[src/rtl/usb_rx_framer_pkg.sv]
// Shared constants and types for the USB receive framer: stream marker codes,
// FIFO entry layout, trailer status bits and record states.
package usb_rx_framer_pkg;

  localparam logic [7:0] MARKER  = 8'hA5;
  localparam logic [7:0] SUB_ESC = 8'h00;
  localparam logic [7:0] SUB_HDR = 8'h01;
  localparam logic [7:0] SUB_TRL = 8'h02;

  localparam int ENTRY_W = 26;

  localparam int ST_ERR  = 0;
  localparam int ST_DROP = 1;
  localparam int ST_SAT  = 2;

  localparam logic [11:0] LEN_MAX = 12'hFFF;

  typedef enum logic [1:0] {
    ENT_PAY = 2'd0,
    ENT_HDR = 2'd1,
    ENT_TRL = 2'd2
  } entry_type_e;

  typedef struct packed {
    entry_type_e etype;
    logic [23:0] data;
  } entry_t;

  typedef enum logic [1:0] {
    REC_CLOSED,
    REC_OPEN,
    REC_DISCARD
  } rec_state_e;

endpackage

[src/rtl/framer_fifo.sv]
// Single-clock show-ahead FIFO: the head entry is presented on rd_data_o
// whenever the FIFO is non-empty; count_o reports current occupancy.
module framer_fifo #(
  parameter int W     = 26,
  parameter int DEPTH = 16,
  localparam int AW   = $clog2(DEPTH),
  localparam int CW   = AW + 1
) (
  input  logic          clk_i,
  input  logic          reset_n_i,
  input  logic          wr_en_i,
  input  logic [W-1:0]  wr_data_i,
  input  logic          rd_en_i,
  output logic [W-1:0]  rd_data_o,
  output logic          empty_o,
  output logic [CW-1:0] count_o
);

  logic [W-1:0]  mem_q [DEPTH];
  logic [AW-1:0] wr_ptr_q, rd_ptr_q;
  logic [CW-1:0] count_q;
  logic          wr_ok, rd_ok;

  assign wr_ok     = wr_en_i && (count_q != CW'(DEPTH));
  assign rd_ok     = rd_en_i && (count_q != '0);
  assign rd_data_o = mem_q[rd_ptr_q];
  assign empty_o   = (count_q == '0);
  assign count_o   = count_q;

  // NOTE: storage is deliberately not reset; only pointers and count are, so
  // the array maps onto plain RAM and stale contents are never observed.
  always_ff @(posedge clk_i) begin
    if (wr_ok) mem_q[wr_ptr_q] <= wr_data_i;
  end

  always_ff @(posedge clk_i or negedge reset_n_i) begin
    if (!reset_n_i) begin
      wr_ptr_q <= '0;
      rd_ptr_q <= '0;
      count_q  <= '0;
    end else begin
      if (wr_ok) wr_ptr_q <= wr_ptr_q + 1'b1;
      if (rd_ok) rd_ptr_q <= rd_ptr_q + 1'b1;
      case ({wr_ok, rd_ok})
        2'b10:   count_q <= count_q + 1'b1;
        2'b01:   count_q <= count_q - 1'b1;
        default: count_q <= count_q;
      endcase
    end
  end

endmodule

[src/rtl/usb_rx_framer.sv]
// Time-stamps ULPI receive packets and emits byte-stuffed header/payload/
// trailer records through a FIFO that absorbs host-side stalls.
module usb_rx_framer
  import usb_rx_framer_pkg::*;
#(
  parameter int DEPTH = 16
) (
  input  logic        clk_i,
  input  logic        reset_n_i,
  input  logic        enable_i,
  input  logic [7:0]  rx_data_i,
  input  logic        rx_valid_i,
  input  logic        rx_active_i,
  input  logic        rx_error_i,
  output logic [7:0]  out_data_o,
  output logic        out_valid_o,
  input  logic        out_ack_i,
  output logic [15:0] drop_count_o
);

  localparam int CW = $clog2(DEPTH) + 1;

  rec_state_e    state_q, state_d;
  logic [23:0]   ts_q, ts_d;
  logic          act_prev_q;
  logic [11:0]   len_q, len_d;
  logic [3:0]    status_q, status_d;
  logic          trl_pend_q, trl_pend_d;
  logic          pay_vld_q, pay_vld_d;
  logic [7:0]    pay_q, pay_d;
  logic [15:0]   drop_q, drop_d;
  logic [2:0]    idx_q, idx_d;

  logic          wr_en;
  entry_t        wr_entry, head;
  logic [ENTRY_W-1:0] rd_raw;
  logic          fifo_empty, pop;
  logic [CW-1:0] fifo_count, free;
  logic          fit2, fit1, rise;
  logic [7:0]    ser_byte;
  logic          ser_last;

  assign free = CW'(DEPTH) - fifo_count;
  assign fit2 = (free >= CW'(2));
  assign fit1 = (free >= CW'(1));
  assign rise = rx_active_i && !act_prev_q && enable_i;

  // NOTE: every signal driven here gets a default first, so no path through
  // the case statement can leave a value unassigned and infer a latch.
  always_comb begin
    state_d    = state_q;
    ts_d       = enable_i ? ts_q + 24'd1 : 24'd0;
    len_d      = len_q;
    status_d   = status_q;
    trl_pend_d = 1'b0;
    pay_vld_d  = 1'b0;
    pay_d      = pay_q;
    drop_d     = drop_q;
    wr_en      = 1'b0;
    wr_entry   = '{etype: ENT_PAY, data: 24'd0};

    case (state_q)
      REC_CLOSED: begin
        if (trl_pend_q) begin
          wr_en    = fit1;
          wr_entry = '{etype: ENT_TRL, data: {8'h00, status_q, len_q}};
        end else if (rise) begin
          len_d    = '0;
          status_d = '0;
          if (fit2) begin
            wr_en    = 1'b1;
            wr_entry = '{etype: ENT_HDR, data: ts_q};
            state_d  = REC_OPEN;
          end else begin
            state_d = REC_DISCARD;
            if (drop_q != 16'hFFFF) drop_d = drop_q + 16'd1;
          end
        end
      end
      REC_OPEN: begin
        if (pay_vld_q) begin
          if (fit2) begin
            wr_en    = 1'b1;
            wr_entry = '{etype: ENT_PAY, data: {16'h0000, pay_q}};
          end else begin
            status_d[ST_DROP] = 1'b1;
          end
        end
        if (rx_active_i) begin
          if (rx_error_i) status_d[ST_ERR] = 1'b1;
          if (rx_valid_i) begin
            pay_vld_d = 1'b1;
            pay_d     = rx_data_i;
            if (len_q == LEN_MAX) status_d[ST_SAT] = 1'b1;
            else                  len_d = len_q + 12'd1;
          end
        end else begin
          state_d    = REC_CLOSED;
          trl_pend_d = 1'b1;
        end
      end
      REC_DISCARD: begin
        if (!rx_active_i) state_d = REC_CLOSED;
      end
      default: state_d = REC_CLOSED;
    endcase
  end

  // Serializer: pick the byte at idx_q of the head entry; last byte pops it.
  always_comb begin
    ser_byte = 8'h00;
    ser_last = 1'b1;
    case (head.etype)
      ENT_PAY: begin
        if (head.data[7:0] == MARKER) begin
          ser_byte = (idx_q == 3'd0) ? MARKER : SUB_ESC;
          ser_last = (idx_q == 3'd1);
        end else begin
          ser_byte = head.data[7:0];
        end
      end
      ENT_HDR: begin
        case (idx_q)
          3'd0:    ser_byte = MARKER;
          3'd1:    ser_byte = SUB_HDR;
          3'd2:    ser_byte = head.data[7:0];
          3'd3:    ser_byte = head.data[15:8];
          default: ser_byte = head.data[23:16];
        endcase
        ser_last = (idx_q == 3'd4);
      end
      ENT_TRL: begin
        case (idx_q)
          3'd0:    ser_byte = MARKER;
          3'd1:    ser_byte = SUB_TRL;
          3'd2:    ser_byte = head.data[7:0];
          default: ser_byte = head.data[15:8];
        endcase
        ser_last = (idx_q == 3'd3);
      end
      default: ser_last = 1'b1;
    endcase
  end

  assign out_valid_o  = !fifo_empty;
  assign out_data_o   = out_valid_o ? ser_byte : 8'h00;
  assign pop          = out_valid_o && out_ack_i && ser_last;
  assign idx_d        = (out_valid_o && out_ack_i) ? (ser_last ? 3'd0 : idx_q + 3'd1) : idx_q;
  assign drop_count_o = drop_q;
  assign head         = entry_t'(rd_raw);

  always_ff @(posedge clk_i or negedge reset_n_i) begin
    if (!reset_n_i) begin
      state_q    <= REC_CLOSED;
      ts_q       <= '0;
      act_prev_q <= 1'b0;
      len_q      <= '0;
      status_q   <= '0;
      trl_pend_q <= 1'b0;
      pay_vld_q  <= 1'b0;
      pay_q      <= '0;
      drop_q     <= '0;
      idx_q      <= '0;
    end else begin
      state_q    <= state_d;
      ts_q       <= ts_d;
      act_prev_q <= rx_active_i;
      len_q      <= len_d;
      status_q   <= status_d;
      trl_pend_q <= trl_pend_d;
      pay_vld_q  <= pay_vld_d;
      pay_q      <= pay_d;
      drop_q     <= drop_d;
      idx_q      <= idx_d;
    end
  end

  framer_fifo #(.W(ENTRY_W), .DEPTH(DEPTH)) u_fifo (
    .clk_i     (clk_i),
    .reset_n_i (reset_n_i),
    .wr_en_i   (wr_en),
    .wr_data_i (wr_entry),
    .rd_en_i   (pop),
    .rd_data_o (rd_raw),
    .empty_o   (fifo_empty),
    .count_o   (fifo_count)
  );

endmodule
[config.mk]
export PLATFORM = sky130hd
export DESIGN_NAME = usb_rx_framer
export DESIGN_NICKNAME = d
export VERILOG_FILES = /design/src/rtl/usb_rx_framer_pkg.sv /design/src/rtl/framer_fifo.sv /design/src/rtl/usb_rx_framer.sv
export SDC_FILE = /design/constraint.sdc
export NUM_CORES = 1
export LEC_CHECK = 0
export BUFFER_PORTS_ARGS = -buffer_cell sky130_fd_sc_hd__buf_2
export CAP_MARGIN = 0
export CORE_MARGIN = 3
export CORE_UTILIZATION = 64
export CTS_BUF_LIST = sky130_fd_sc_hd__clkbuf_8
export DETAILED_ROUTE_END_ITERATION = 7
export PLACE_DENSITY = 0.85
export SETUP_SLACK_MARGIN = 0.4
export SYNTH_ARGS = -nofsm -noshare
export SYNTH_HDL_FRONTEND = slang
export SYNTH_SLANG_ARGS = --single-unit
[constraint.sdc]
create_clock -name clk_i -period 5.38 [get_ports clk_i]
set_input_delay 1.076 -clock clk_i [delete_from_list [all_inputs] [get_ports clk_i]]
set_output_delay 1.076 -clock clk_i [all_outputs]
set_load 0.01 [all_outputs]
==> reports/metrics.yaml <==
status: "completed"
setup_tns_ns: 0
critPathKind: "reg2out"
clkLatencyLatePin_ns: 0.59
grt_overflow: 0
io_buffers: 39
synth_common_cells: "edfxtp_1, mux4_2, dfrtp_1, nand2_1, nor2_1"
floorplan.die_area_mm2: 0.03491
cp-endpoint: "out_data_o[4]"
core_area_mm2: 0.03188
synth_edf_count: 416
clock_sinks: 500
cp.required_ns: 4.30
antennaDiodeCount: 0
antenna_found_initial: 3
netlist.area_leader.share: 0.5967
num_vias: 11520
drcViolationCount: 0
die_w_um: 186.9
rows: 65
syn-mean-instance-area_um2: 17.65
cap_violations: 0
max_freq_mhz: 209.5
clk_pin_slew_worst_paths_ns: 0.06
setup_violations: 0
htree_num_levels: 3
critPathMaxFanout: 38
layout-area-overhead-vs-synth_pct: 10.67
ys.flop_type: "edfxtp_1"
grt_setup_unrepaired: "false"
cts_made_buffers: 79
reg2reg_slack_ns: 0.86
r2r_start: "u_fifo.rd_ptr_q[0]$_DFFE_PN0P_"
grt_usage: 0.2684
power_mw: 11.06
drt-initial-drc-count: 1519
p_leak_nw: 8.638
syn_area_mm2: 0.02093
fin_skew_ns: 0.03390
cts_max_path_buffers: 3
yosys_warnings: 0
fin_nets: 1325
hold_viol: 0
synth_nets: 1226
cts_tree: "done"
worst_pin_slew_ns: 1.090
critPathCaptureType: "primary output"
gp_congestion: 0.8683
rr_endpoint: "u_fifo.count_o[4]$_DFFE_PN0P_"
synth.most_common_cell: "edfxtp_1"
ir_drop_mv: 0.3449
wirelength_um: 46090
worstRegToRegCells: 17
hold_class: "reg2reg"
async_flop_share: 0.1680
pin_count: 40
grt_max_degree: 85
ys_seq_area_frac: 0.6971
grt_pass1_vias: 11890
dpl.hpwl_um: 27660
start_kind: "register"
synthCells: 1186
vias_per_cell: 6.462
fp.dieH_um: 186.9
ant_nets: 0
synth_top_cell_by_area: "edfxtp_1"
detail_route.wl_per_cell_um: 25.86
yosys.cell_types.count: 69
initial_core_util: 0.6566
slew_headroom: 0.2733
grt_pass1_wl_um: 70750
cts-root-buf: "clkbuf_8"
crit_start: "u_fifo.rd_ptr_q[0]$_DFFE_PN0P_"
min_period_over_period: 0.8873
dr.pass1.iters: 5
period_minus_slack_ns: 4.774
ys_seq_elements: 500
final_max_slew_viol_count: 0
crit_arrival_ns: 3.70
drive_gt1_frac: 0.2428
netlist_top_cells_area: "edfxtp_1, mux4_2, dfrtp_1"
p_per_area_mw_per_mm2: 477.4
[where the power goes]
part | switching [mW] | total (mW) | internal, mW
registers | 0.301 | 4.73 | 4.43
logic | 1.97 | 3.43 | 1.46
clock network | 1.41 | 2.90 | 1.49
total | 3.68 | 11.1 | 7.38
[sequential cells by signal (all words and copies together) (netlist names)]
name / cells
u_fifo.mem_q: 416
ts_q: 24
drop_count_o: 16
len_q: 12
pay_q: 8
u_fifo.count_o: 5
u_fifo.rd_ptr_q: 4
u_fifo.wr_ptr_q: 4
idx_q: 3
status_q: 3
state_q: 2
act_prev_q: 1
pay_vld_q: 1
trl_pend_q: 1
[area by class of cell]
| class | count | area (µm²) |
|---|---|---|
| flip-flops and latches | 500 | 14610 |
| fillers | 1915 | 8712 |
| multi-input cells | 606 | 6007 |
| clock buffers | 80 | 1101 |
| well taps | 435 | 544.3 |
| repair buffers | 67 | 473.0 |
| clock inverters | 63 | 321.6 |
| inverters | 31 | 116.4 |
[critical path, cell delays in order (launching register included)]
cell and delay (ns):
dfrtp_4 0.61, buf_12 0.34, buf_6 0.28, mux4_2 0.55, mux4_2 0.55, a22oi_1 0.24, nand2_1 0.10, a21oi_1 0.15
nor2_1 0.09, buf_2 0.19
[how the worst min path moves through the flow]
| stage | startpoint | endpoint | slack [ns] | depth (start not counted) |
|---|---|---|---|---|
| final | drop_count_o[9]$_DFFE_PN0P_ | drop_count_o[9]$_DFFE_PN0P_ | 0.50 | 1 |
| after global routing | drop_count_o[9]$_DFFE_PN0P_ | drop_count_o[9]$_DFFE_PN0P_ | 0.53 | 1 |
| after CTS | drop_count_o[9]$_DFFE_PN0P_ | drop_count_o[9]$_DFFE_PN0P_ | 0.50 | 1 |
| after detailed placement | drop_count_o[9]$_DFFE_PN0P_ | drop_count_o[9]$_DFFE_PN0P_ | 0.49 | 1 |
| after global placement | drop_count_o[9]$_DFFE_PN0P_ | drop_count_o[9]$_DFFE_PN0P_ | 0.49 | 1 |
| after floorplan | ts_q[0]$_DFF_PN0_ | ts_q[0]$_DFF_PN0_ | 0.46 | 1 |
[timing repair]
action / CTS / global route
buffers inserted: 1 / 0
endpoints found under the setup margin: 7 / 7
hold endpoints to repair: 0 / 0
gates resized for setup: 1 / 4
hold buffers: 0 / 0
[stage by stage]
stage | hold slack [ns] | utilization | area [µm²] | cells | worst slack, ns
after global placement | 0.4854 | 0.6810 | 21710 | 1638 | 0.9277
after detailed placement | 0.4855 | 0.6810 | 21710 | 1638 | 0.7251
after global routing | 0.5290 | 0.7267 | 23170 | 1782 | 0.4298
final | 0.4964 | 0.7267 | 23170 | 1782 | 0.6063
after floorplan | 0.4634 | - | 20930 | 1186 | 0.4914
after CTS | 0.5018 | 0.7262 | 23150 | 1782 | 0.4641
[metal layers]
layer / vias up / global-route usage / routed length [µm]
li1: 4903 / - / -
met1: 5808 / 0.3817 / 17660
met2: 674 / 0.4195 / 22270
met3: 126 / 0.06109 / 4590
met4: 4 / 0.09567 / 1555
met5: - / 0 / 22
[kinds of logic (layout without fill, tap and decap cells)]
kind of cell,count (synthesis),in the layout,synth area share
adders and majority gates,25,25,0.01530
xor gates and xnor gates,51,51,0.02134
AOI/OAI and AO/OA,138,138,0.04901
and+or+nand+nor,246,246,0.06049
muxes,146,146,0.1351
buffers and inverters,80,241,0.02158
DFF,500,500,0.6971
[cell usage in the layout (no fill, tap or decap), drive strengths merged, types with 25 or more instances in the layout]
| cell type | n |
|---|---|
| clkbuf | 80 |
| nand3 | 25 |
| mux2i | 25 |
| buf | 67 |
| nor2 | 54 |
| mux4 | 108 |
| dfrtp | 84 |
| clkinv | 33 |
| xnor2 | 38 |
| edfxtp | 416 |
| nand2 | 59 |
| inv | 57 |
| and2 | 32 |
| o21ai | 30 |
(Power assumes the default switching activity.)
